<file path="src/rtl/adder_sum_accumulator.sv">
// Collects a batch of COUNT adder sums into a wide total
// and hands the total to a consumer over valid/ready.
module adder_sum_accumulator #(
  parameter int SUM_W = 5,
  parameter int ACC_W = 12,
  parameter int COUNT = 8
) (
  input  logic             clk,
  input  logic             rst_n,
  input  logic             clear_i,
  input  logic [SUM_W-1:0] sum_i,
  input  logic             sum_valid_i,
  output logic             sum_ready_o,
  output logic [ACC_W-1:0] acc_o,
  output logic             acc_valid_o,
  input  logic             acc_ready_i,
  output logic             sat_o,
  output logic [7:0]       cnt_o
);

  typedef enum logic [1:0] {
    IDLE  = 2'd0,
    ACCUM = 2'd1,
    HOLD  = 2'd2
  } state_t;

  localparam logic [7:0] CNT_LAST = 8'(COUNT);
  localparam int         EXT_W    = ACC_W + 1 - SUM_W;

  state_t           state;
  state_t           state_n;
  logic [ACC_W-1:0] acc_q;
  logic [ACC_W-1:0] acc_n;
  logic [7:0]       cnt_q;
  logic [7:0]       cnt_n;
  logic             sat_q;
  logic             sat_n;

  logic             in_xfer;
  logic             out_xfer;
  logic [ACC_W:0]   sum_ext;
  logic [ACC_W:0]   sum_wide;
  logic [7:0]       cnt_inc;

  // handshake qualifiers; ready is forced low while in reset
  always_comb begin
    sum_ready_o = rst_n && (state != HOLD);
    acc_valid_o = (state == HOLD);
    in_xfer     = sum_valid_i && sum_ready_o;
    out_xfer    = acc_valid_o && acc_ready_i;
  end

  // one extra bit of headroom exposes overflow past ACC_W
  always_comb begin
    sum_ext  = {{EXT_W{1'b0}}, sum_i};
    sum_wide = {1'b0, acc_q} + sum_ext;
    cnt_inc  = cnt_q + 8'd1;
  end

  // next-state and datapath update
  always_comb begin
    state_n = state;
    acc_n   = acc_q;
    cnt_n   = cnt_q;
    sat_n   = sat_q;
    if (clear_i) begin
      state_n = IDLE;
      acc_n   = '0;
      cnt_n   = '0;
      sat_n   = 1'b0;
    end else begin
      unique case (state)
        IDLE: begin
          if (in_xfer) begin
            acc_n   = sum_ext[ACC_W-1:0];
            cnt_n   = 8'd1;
            sat_n   = 1'b0;
            state_n = (CNT_LAST == 8'd1) ? HOLD : ACCUM;
          end
        end
        ACCUM: begin
          if (in_xfer) begin
            if (sum_wide[ACC_W]) begin
              acc_n = '1;
              sat_n = 1'b1;
            end else begin
              acc_n = sum_wide[ACC_W-1:0];
            end
            cnt_n = cnt_inc;
            if (cnt_inc == CNT_LAST) begin
              state_n = HOLD;
            end
          end
        end
        HOLD: begin
          if (out_xfer) begin
            state_n = IDLE;
            acc_n   = '0;
            cnt_n   = '0;
            sat_n   = 1'b0;
          end
        end
        default: begin
          state_n = IDLE;
          acc_n   = '0;
          cnt_n   = '0;
          sat_n   = 1'b0;
        end
      endcase
    end
  end

  // state and batch registers
  always_ff @(posedge clk or negedge rst_n) begin
    if (!rst_n) begin
      state <= IDLE;
      acc_q <= '0;
      cnt_q <= '0;
      sat_q <= 1'b0;
    end else begin
      state <= state_n;
      acc_q <= acc_n;
      cnt_q <= cnt_n;
      sat_q <= sat_n;
    end
  end

  // registered outputs
  always_comb begin
    acc_o = acc_q;
    cnt_o = cnt_q;
    sat_o = sat_q;
  end

endmodule

</file>
<file path="config.mk">
export PLATFORM = sky130hd
export DESIGN_NAME = adder_sum_accumulator
export DESIGN_NICKNAME = d
export VERILOG_FILES = /design/src/rtl/adder_sum_accumulator.sv
export SDC_FILE = /design/constraint.sdc
export NUM_CORES = 1
export LEC_CHECK = 0
export CAP_MARGIN = 30
export CORE_MARGIN = 5
export CORE_UTILIZATION = 60
export CTS_CLUSTER_SIZE = 30
export DETAILED_ROUTE_END_ITERATION = 12
export DONT_BUFFER_PORTS = 1
export PLACE_DENSITY = 0.74
export SLEW_MARGIN = 20
export SYNTH_ARGS = -nofsm -noshare
export SYNTH_HDL_FRONTEND = slang
export SYNTH_SLANG_ARGS = --single-unit
</file>
<file path="constraint.sdc">
create_clock -name clk -period 5.1 [get_ports clk]
set_clock_uncertainty 0.2 [all_clocks]
set_input_delay 0.255 -clock clk [delete_from_list [all_inputs] [get_ports clk]]
set_output_delay 0.255 -clock clk [all_outputs]
set_load 0.005 [all_outputs]
</file>
## After elaboration in Yosys (flattened, before gate mapping)

Index checks and enable logic that the tools add are counted.

| word-level totals | value |
|---|---|
| bits of input ports | 10 |
| register bits after elaboration | 23 |

| cells by class | value |
|---|---|
| reductions and logical operators | 7 |
| equality and inequality tests | 9 |
| mux-type cells | 23 |
| add/sub/neg operators | 2 |

Operators with widths:

| kind | count |
|---|---|
| $mux 12 | 5 |
| $pmux 12 s3 | 1 |
| $mux 8 | 4 |
| $pmux 8 s3 | 1 |
| $add 12x5->13 | 1 |
| $ne 3x3->1 const B | 4 |
| $mux 2 | 5 |
| $add 8x1->8 const B | 1 |
| $eq 8x4->1 const B | 1 |
| $reduce_and 4->1 | 2 |
| $pmux 2 s3 | 1 |
| $mux 1 | 5 |
| $logic_and 1x1->1 | 3 |
| $ne 3x2->1 const B | 1 |
| $pmux 1 s3 | 1 |
| $reduce_and 3->1 | 1 |
| $eq 2x1->1 const B | 1 |
| $eq 2x2->1 const B | 1 |
| $logic_not 2->1 | 1 |
| $ne 2x2->1 const B | 1 |

## Logic depth before layout (Yosys ltp)

Gate-level depths: netlist (run 1).

| depth | value |
|---|---|
| word-level depth | 6 |
| depth in mapped cells | 7 |
| mapped depth without buffers | 7 |

## Worst setup path after synthesis (run 1)

OpenSTA, ideal clock, no wires.

| path | value |
|---|---|
| path type | register -> register |
| start | reg acc_q[0], in the netlist acc_o[0] |
| end | reg acc_q[0], in the netlist acc_o[0] |
| buffers on the path | 0 |
| clock period less this slack | 2.083 ns |
| setup slack | 3.017 ns |
| required time | 4.771 ns |
| library setup time | 0.129 ns |
| arrival | 1.754 ns |
| cell stages (with the launch flop) | 8 |
| cell sequence | dfrtp_1 > ha_1 > fa_1 > a21oi_1 > o21ai_2 > and3_2 > o21ai_0 > nand3_1 |

| between the ends | value |
|---|---|
| longest elaborated chain between the ends | 5 |

Ends and longest elaborated chain:

| what | RTL line | source |
|---|---|---|
| from (decl) | 32 | `logic [ACC_W-1:0] acc_q;` |
| from (signal assigned) | 122 | `acc_q <= acc_n;` |
| $add 12x5->13 | 56 | `sum_wide = {1'b0, acc_q} + sum_ext;` |
| $mux 12 | 83 | `if (sum_wide[ACC_W]) begin` |
| $mux 12 | 82 | `if (in_xfer) begin` |
| $pmux 12 s3 | 72 | `unique case (state)` |
| $mux 12 | 66 | `if (clear_i) begin` |

No other way between the ends. The select of a mux whose other input is x is not followed.
A chain may end at the register's enable or synchronous reset.

## Final worst setup path (run 1)

Same ends and word-level chain as after synthesis.

==> summary.txt, run 1 <==
Run status
  – Status: finished, final reports clean

STA
  – Worst rel slew slack: 66.0%
  – Total negative slack: 0 ns
  – Final period util: 43.8%
  – Worst Slack Setup Final: 2.87 ns
  – Post-route minimum period: 2.23 ns
  – Worst-Margin Slew: 0.510 ns
  – Hold slack: 0.00157 ns
  – Max Fclk: 447 MHz
  – Final Hold Viols: 0
  – Final slew viol count: 0
  – Setup violators final: 0
  – RSZ-0062 raised after global routing: no

Pwr
  – Combinational power share: 18.3%
  – Net Sw Power: 105 uW
  – Reg power frac: 56.8%
  – Pleak: 0.684 nW
  – Int Pwr: 246 uW
  – Switching Fraction: 29.9%
  – Clock power share: 24.9%
  – Pwr/cell area: 231 nW/um^2
  – Peak supply drop: 0.146 mV

Critical path
  – Worst Path Required: 5.13 ns
  – Kind of critical path: reg -> reg
  – Worst Setup Start Kind: register
  – Reg2Reg Depth: 7
  – CP Capture Type: register
  – Critical-path cell list: ha_1, fa_1, a21oi_1, o21ai_2, and3_2, o21ai_0, nand3_1
  – Critical-path maximum fanout: 8
  – CP max-delay cell: dfrtp_1
  – Buf/Inv on CP: 0
  – CP top delay family: adder cells
  – Critical Path Stages: 7
  – CP peak stage delay: 0.44 ns
  – R2r startpoint: acc_o[0]
  – FF-to-FF End: acc_o[0]
  – Critical path destination: acc_o[0]
  – Critical Path AT: 2.26 ns
  – Flop2flop setup slack: 2.87 ns
  – Worst setup path start: acc_o[0]

Clocking
  – Clock Tree Buf Depth: 2
  – CTS tree: built
  – Htree depth: 1
  – CTS Sinks: 23
  – Clk root buf: clkbuf_4
  – Clk slew on worst S/H paths: 0.14 ns
  – Cts bufs inserted: 3
  – Worst skew pair latency: 0.33 ns

Final layout
  – Util after Layout: 68.7%
  – Commonest non-fill, non-tap cells in the layout: nand2_1, dfrtp_1, a21oi_1
  – Area occupied by multi-input gates: 779 um^2
  – Area grow syn2layout: 9.86%
  – Ant. Diodes: 0
  – Non-filler cells, final: 190
  – Fin nets: 180
  – Sequential Area: 576 um^2
  – Fillers: 178
  – Fraction of layout cells with a size suffix above 1: 8.64%

Logic synthesis
  – Unique masters post-synth: 39
  – Synth Area in Adders: 6.88%
  – Synth Area in XOR/XNOR: 1.90%
  – Post-synth EDFFs: 0
  – Complex-gate fraction of the synthesized area: 23.5%
  – Mean Syn Cell Area: 9.16 um^2
  – Fraction of the mapped netlist area in simple logic gates: 23.3%
  – Post-synthesis mux area share: 0.724%
  – Largest family of logic cells by synthesized area: compound AO/OA/AOI/OAI gates
  – Synthesized flop and latch total: 23
  – Syn nets: 168
  – Post-synth ARST share: 100%
  – Mapped Cells: 151
  – Post-Syn Area: 1380 um^2
  – Top FF cell, synth: dfrtp_1
  – Seq/Total Area, Yosys: 41.6%
  – Yosys warns: 0

Global route
  – First-pass GRT wire length: 5730 um
  – Vias in the first global route: 1282
  – Largest net degree at the start of global routing: 24
  – GRT Overall Usage: 22.1%
  – Antenna violations before repair: 0
  – Total gr overflow: 0

Hold path
  – Worst min path class: in -> reg

Route
  – DR vias: 1214
  – DRC viols: 0
  – Post-Route WL: 3260 um
  – TritonRoute pass-1 iters: 4
  – First DRT Iteration DRCs: 51
  – Via density: 6.39
  – DR WL/cell: 17.2 um
  – Post-route ant nets: 0

Floorplan
  – Num ports: 33
  – Die area: 3360 um^2
  – Initial Util: 62.5%
  – Rows: 17
  – Die Wd: 58.0 um
  – Die Height: 58.0 um
  – Core area: 2210 um^2

Job
  – # Max-Cap Violations: 0

Placement
  – Final HPWL from detailed placement: 2290 um
  – Post-Place Cells: 176
  – Place WS: 2.88 ns
  – Gp weighted congestion: 0.924
  – Port buffer count: 0
==> cell usage after synthesis, types with 2 or more instances <==
cell	instances	share of area [%]
a221o_1	3	2.2
nor3_1	2	0.72
dfrtp_1	23	42
ha_1	6	5.4
nand3_1	13	4.7
nand4_1	2	0.90
nand2_1	23	6.2
and3_2	2	1.1
nor2b_1	3	1.4
and2_1	2	0.90
a21oi_1	14	5.1
nor2_1	9	2.4
and3_1	2	0.90
a21oi_2	2	1.3
o31ai_1	2	1.1
a311oi_1	2	1.3
a31oi_1	6	2.7
o21ai_0	11	4.0
xor2_1	2	1.3
a21o_1	3	1.6
==> power by group through the flow <==
| stage | sequential [mW] | clock [mW] | combinational, mW |
|---|---|---|---|
| floorplan | 0.200 | 0 | 0.0457 |
| global placement | 0.203 | 0 | 0.0539 |
| detailed placement | 0.203 | 0 | 0.0544 |
| CTS | 0.200 | 0.0884 | 0.0638 |
| global route | 0.202 | 0.0984 | 0.0737 |
| finish | 0.200 | 0.0874 | 0.0643 |
==> kinds of logic after synthesis <==
kind of cell               count (synthesis)
AOI/OAI and AO/OA                         50
buffers and inverters                      4
xor gates and xnor gates                   3
adders and majority gates                  7
muxes                                      1
and+or+nand+nor                           63
DFF                                       23
==> routing by layer <==
layer | global-route usage (%) | vias to the layer above | share of wire (%)
li1 | - | 592 | -
met3 | 5.35 | 7 | 6.6
met4 | 11.6 | 0 | 2.3
met1 | 26.3 | 585 | 42
met2 | 36.9 | 30 | 49
met5 | 0 | - | 0
==> worst min path at each step <==
stage | cells after the start | slack, ns | endpoint | from
2_1_floorplan | 0 | -0.24 | acc_o[0] | rst_n
5_1_grt | 3 | 0.04 | acc_o[0] | sum_i[0]
3_5_place_dp | 0 | -0.24 | cnt_o[1] | rst_n
6_report | 3 | 0.002 | acc_o[0] | sum_i[0]
4_1_cts | 3 | 0.005 | acc_o[0] | sum_i[0]
3_3_place_gp | 0 | -0.24 | cnt_o[0] | rst_n
==> flip-flops by register name, summed over array words and instances, names as in the netlist <==
name / flops
state: 2
acc_o: 12
sat_o: 1
cnt_o: 8
==> per-stage QoR <==
stage	power [mW]	instance area [um^2]
CTS	0.352	1510
floorplan	0.246	1380
finish	0.351	1520
global route	0.374	1520
detailed placement	0.258	1400
global placement	0.257	1400
==> area by class of cell <==
class	instances	share of cell area, %
Multi-Input combinational cell	124	51.3
Sequential cell	23	37.9
Timing Repair Buffer	11	6.75
Tap cell	28	2.31
Clock buffer	4	1.73
==> worst reg2reg max path, delay by kind of cell, from the launching register on <==
family                   cells  cell delay (ns)
AO/OA/AOI/OAI                3             0.51
adder cells (fa/ha/maj)      2             0.64
flip-flops                   1             0.44
AND/OR/NAND/NOR              2             0.34
==> timing repair <==
item | CTS | global route
endpoints found under the hold margin | 29 | 23
resized for setup | 0 | 0
hold buffers | 9 | 1
setup buffers | 0 | 0
Power figures use the tool's default switching activity.
==> run 2: changes to the inputs <==
Clock period 5.1 ns to 2.3 ns, I/O delays scaled along.
==> run 2 against run 1 <==
Register-to-register slack worse by 2.7 ns. Power up 120%. Critical path type unchanged. Design area up 2.6%. Routed wire length is 2.6% higher. Global-route usage hardly changed. Critical path depth unchanged. Worst hold slack improved by 0.069 ns. Worst setup slack worse by 2.7 ns. Sequential share of layout area down 0.97 points. Largest power group unchanged. Sequential cell count unchanged. Clock-buffer cell count did not move. Final cell count rose by 1.6%.
==> summary.txt, run 2 (synthesis gave the netlist of run 1 again) <==
STA
  – Worst rel slew slack: 65.4%
  – Post-route minimum period: 2.17 ns
  – Final period util: 94.4%
  – Final Hold Viols: 0
  – Total negative slack: 0 ns
  – Worst-Margin Slew: 0.519 ns
  – Setup violators final: 0
  – Final slew viol count: 0
  – Max Fclk: 460 MHz
  – RSZ-0062 raised after global routing: no

Floorplan
  – Die area: 3360 um^2
  – Num ports: 33
  – Die Height: 58.0 um
  – Core area: 2210 um^2
  – Initial Util: 62.5%
  – Rows: 17
  – Die Wd: 58.0 um

Final layout
  – Commonest non-fill, non-tap cells in the layout: nand2_1, dfrtp_1, a21oi_1, nand3_1
  – Max reg flops: 12
  – Ant. Diodes: 0
  – Fin nets: 183
  – Area grow syn2layout: 12.8%
  – Final Cell Area: 1560 um^2
  – Fraction of layout cells with a size suffix above 1: 10.9%

Clocking
  – CTS Sinks: 23
  – Clk slew on worst S/H paths: 0.14 ns
  – Clock Tree Buf Depth: 2
  – Worst skew pair latency: 0.32 ns
  – CTS tree: built
  – Htree depth: 1
  – Clk root buf: clkbuf_4
  – Cts bufs inserted: 3

Critical path
  – Worst Setup Start Kind: register
  – Kind of critical path: reg -> reg
  – CP Capture Type: register
  – Critical-path maximum fanout: 8
  – Critical Path AT: 2.19 ns
  – Worst Path Required: 2.31 ns
  – Flop2flop setup slack: 0.13 ns

Route
  – Post-Route WL: 3350 um
  – Via density: 6.44
  – First DRT Iteration DRCs: 43
  – Post-route ant nets: 0
  – DRC viols: 0
  – DR WL/cell: 17.3 um
  – DR vias: 1243
  – TritonRoute pass-1 iters: 4

Pwr
  – Pleak: 0.696 nW
  – Overall power: 787 uW
  – Peak supply drop: 0.387 mV
  – Pwr/cell area: 505 nW/um^2

Placement
  – Gp weighted congestion: 0.941
  – Placed inst area: 1410 um^2
  – Port buffer count: 0
  – Final HPWL from detailed placement: 2370 um

Global route
  – Vias in the first global route: 1325
  – Largest net degree at the start of global routing: 24
  – First-pass GRT wire length: 5910 um
  – Antenna violations before repair: 0
  – Total gr overflow: 0
  – GRT Overall Usage: 22.2%

Job
  – # Max-Cap Violations: 0

Run status
  – Status: finished, final reports clean

Hold path
  – Worst min path class: in -> reg
-- run 2: per-layer routing --
layer	global-route usage (%)	up-vias	wire, um
met5	0	-	0
met4	7.28	0	20
met3	6.24	4	212
met2	38.4	40	1730
met1	26.4	608	1380
li1	-	591	-
-- run 2: critical path: stages, from the launching register on --
cell     delay [ns]
dfrtp_1        0.45
ha_1           0.23
fa_2           0.38
a21oi_2        0.17
o21ai_2        0.14
and3_2         0.25
o21ai_0        0.15
nand3_1        0.09
-- run 2: metrics by stage --
| stage | util (%) | hold WS [ns] | setup slack, ns | std cells |
|---|---|---|---|---|
| floorplan | - | -0.381 | 0.217 | 151 |
| global placement | 63.9 | -0.380 | 0.120 | 178 |
| detailed placement | 63.9 | -0.380 | 0.0361 | 178 |
| CTS | 69.6 | 0.0536 | 0.0165 | 192 |
| global route | 70.5 | 0.0500 | 0.0335 | 193 |
| finish | 70.5 | 0.0703 | 0.128 | 193 |
-- run 2: repair_timing --
action | 4_1_cts | 5_1_grt
gates resized for setup | 0 | 4
endpoints found under the hold margin | 30 | 23
hold buffers | 10 | 1
setup endpoints to repair | 0 | 9
buffers inserted | 0 | 0
-- run 2: final cells by class --
type,instances,area (um^2)
timing repair buffer,14,128
fill,183,653
tap,28,35.0
sequential,23,576
multi-input combinational,124,795
clock buffer,4,26.3
-- run 2: final timing paths --
| path | start | endpoint | depth (start not counted) |
|---|---|---|---|
| hold reg to reg | state[1] | state[1] | 1 |
| min in group asynchronous | rst_n | cnt_o[2] | 2 |
| hold / removal | clear_i | state[0] | 3 |
| max in group asynchronous | rst_n | acc_o[9] | 2 |
| setup / recovery | acc_o[0] | acc_o[1] | 7 |
| setup reg to reg | acc_o[0] | acc_o[1] | 7 |
-- run 2: where the power goes --
part / leakage [nW] / switching, mW / internal [mW]
clock: 0.0150 / 0.122 / 0.0677
combinational: 0.366 / 0.0890 / 0.0656
sequential: 0.315 / 0.0233 / 0.419
==> run 3: changes to the inputs <==
Settings changed: ABC_CLOCK_PERIOD_IN_PS set to 2300, PLACE_DENSITY 0.74 to 0.8, SETUP_SLACK_MARGIN set to 0.15.
==> run 3 against run 2 <==
Core utilization is 3.2 points higher. Global-route usage increased by 1.8 points. Power is 4.2% higher. Design area grew 4.6%. Clock power about the same. Sequential power is essentially flat. Clock-buffer cell count shrank 1. Register-to-register slack better by 0.02 ns. Routed wire length grew 17%. Final cell count is 0.52% higher.
==> summary.txt, run 3 (synthesis gave the netlist of run 1 again) <==
Run status
  – Status: finished, final reports clean

Critical path
  – Worst Path Required: 2.35 ns
  – R2r startpoint: acc_o[3]
  – Critical Path AT: 2.21 ns
  – Worst Setup Start Kind: register
  – Critical-path cell list: ha_2, a21o_1, a21oi_1, nand2_1, a41o_1, a21oi_2
  – CP max-delay cell: dfrtp_1
  – Critical-path maximum fanout: 5
  – Critical Path Stages: 6
  – Kind of critical path: reg -> reg
  – CP Capture Type: register
  – Flop2flop setup slack: 0.14 ns
  – Reg2Reg Depth: 6
  – FF-to-FF End: acc_o[9]
  – CP peak stage delay: 0.44 ns
  – Worst setup path start: acc_o[3]
  – CP top delay family: compound AO/OA/AOI/OAI gates
  – Critical path destination: acc_o[9]
  – Buf/Inv on CP: 0

STA
  – Final Hold Viols: 0
  – Setup violators final: 0
  – Final period util: 93.7%
  – RSZ-0062 raised after global routing: yes
  – Worst rel slew slack: 65.5%
  – Max Fclk: 464 MHz
  – Worst-Margin Slew: 0.518 ns
  – Post-route minimum period: 2.16 ns
  – Hold slack: 0.0187 ns
  – Final slew viol count: 0
  – Total negative slack: 0 ns

Clocking
  – CTS Sinks: 23
  – Htree depth: 1
  – Clock Tree Buf Depth: 2
  – CTS tree: built
  – Clk slew on worst S/H paths: 0.13 ns
  – Worst skew pair latency: 0.31 ns
  – Cts bufs inserted: 3
  – Clk root buf: clkbuf_4

Placement
  – Port buffer count: 0
  – Post-Place Cells: 177
  – Final HPWL from detailed placement: 2490 um
  – Gp weighted congestion: 0.909

Global route
  – GRT Overall Usage: 24.0%
  – Most crowded layer after global routing: met2
  – Met3 Use GR: 4.90%
  – Antenna violations before repair: 0
  – Vias in the first global route: 1277
  – Largest net degree at the start of global routing: 24
  – Total gr overflow: 0
  – Met1 Usage GRT: 29.6%
  – Met2 Use GR: 42.1%
  – First-pass GRT wire length: 6290 um

Final layout
  – Commonest non-fill, non-tap cells in the layout: nand2_1, dfrtp_1, a21oi_1, nand3_1, dlygate4sd3_1
  – Fraction of layout cells with a size suffix above 1: 17.5%
  – Fin nets: 184
  – Ant. Diodes: 0
  – Area grow syn2layout: 17.9%
  – Non-filler cells, final: 194
  – Fillers: 164
  – Max reg flops: 12
  – Util after Layout: 73.7%
  – Commonest non-fill, non-tap cell in the layout: nand2_1

Pwr
  – Net Sw Power: 256 uW
  – Reg power frac: 54.3%
  – Switching Fraction: 31.2%
  – Clock power share: 23.0%
  – Pwr/cell area: 503 nW/um^2
  – Int Pwr: 564 uW
  – Combinational power share: 22.7%
  – Peak supply drop: 0.362 mV
  – Pleak: 0.703 nW

Floorplan
  – Num ports: 33
  – Initial Util: 62.5%
  – Die Height: 58.0 um
  – Die Wd: 58.0 um
  – Rows: 17
  – Core area: 2210 um^2
  – Die area: 3360 um^2

Route
  – DRC viols: 0
  – DR vias: 1321
  – Post-Route WL: 3930 um
  – First DRT Iteration DRCs: 84
  – DR WL/cell: 20.3 um
  – Post-route ant nets: 0
  – Via density: 6.81
  – TritonRoute pass-1 iters: 8

Hold path
  – Worst min path class: in -> reg

Job
  – # Max-Cap Violations: 0
[run 3: power by group through the flow]
stage	Clock (mW)	Combinational [mW]	Sequential, mW
finish	0.189	0.186	0.445
global placement	0	0.121	0.450
detailed placement	0	0.124	0.451
floorplan	0	0.101	0.445
CTS	0.194	0.159	0.443
global route	0.212	0.206	0.449
[run 3: final cells by class]
type	count	area (um^2)	area share [%]
multi-input combinational	124	853	52.3
sequential	23	579	35.5
timing repair buffer	15	135	8.29
tap	28	35.0	2.15
clock buffer	3	22.5	1.38
clock inverter	1	5.00	0.307
[run 3: how the worst min path moves through the flow]
stage / start / end / cells past startpoint
after floorplan: rst_n / acc_o[0] / 0
after global placement: rst_n / cnt_o[2] / 0
after detailed placement: rst_n / cnt_o[3] / 0
after CTS: clear_i / state[0] / 3
after global routing: clear_i / state[0] / 3
final: clear_i / state[0] / 3
[run 3: repair_timing]
action | CTS | global route
setup endpoints to repair | 9 | 11
hold buffers | 10 | 1
pin swaps | 2 | 4
endpoints found under the hold margin | 30 | 23
resized for setup | 6 | 13
setup buffers | 1 | 1
[run 3: routing by layer]
metal	vias up	share of wire (%)
met5	-	0
met4	0	2.7
met3	16	7.0
met2	78	53
met1	633	37
li1	594	-
[run 3: worst reg2reg max path, cell delays in order, from the launching register on]
cell,delay [ns]
dfrtp_1,0.44
ha_2,0.32
a21o_1,0.23
a21oi_1,0.36
nand2_1,0.14
a41o_1,0.27
a21oi_2,0.13
[run 3: per-stage QoR]
step           setup WS (ns)  power (mW)  cell area (um^2)
6_report               0.145       0.820              1630
5_1_grt               0.0731       0.868              1630
4_1_cts                0.159       0.796              1560
3_5_place_dp          0.0596       0.576              1410
3_3_place_gp           0.112       0.571              1410
2_1_floorplan          0.217       0.546              1380
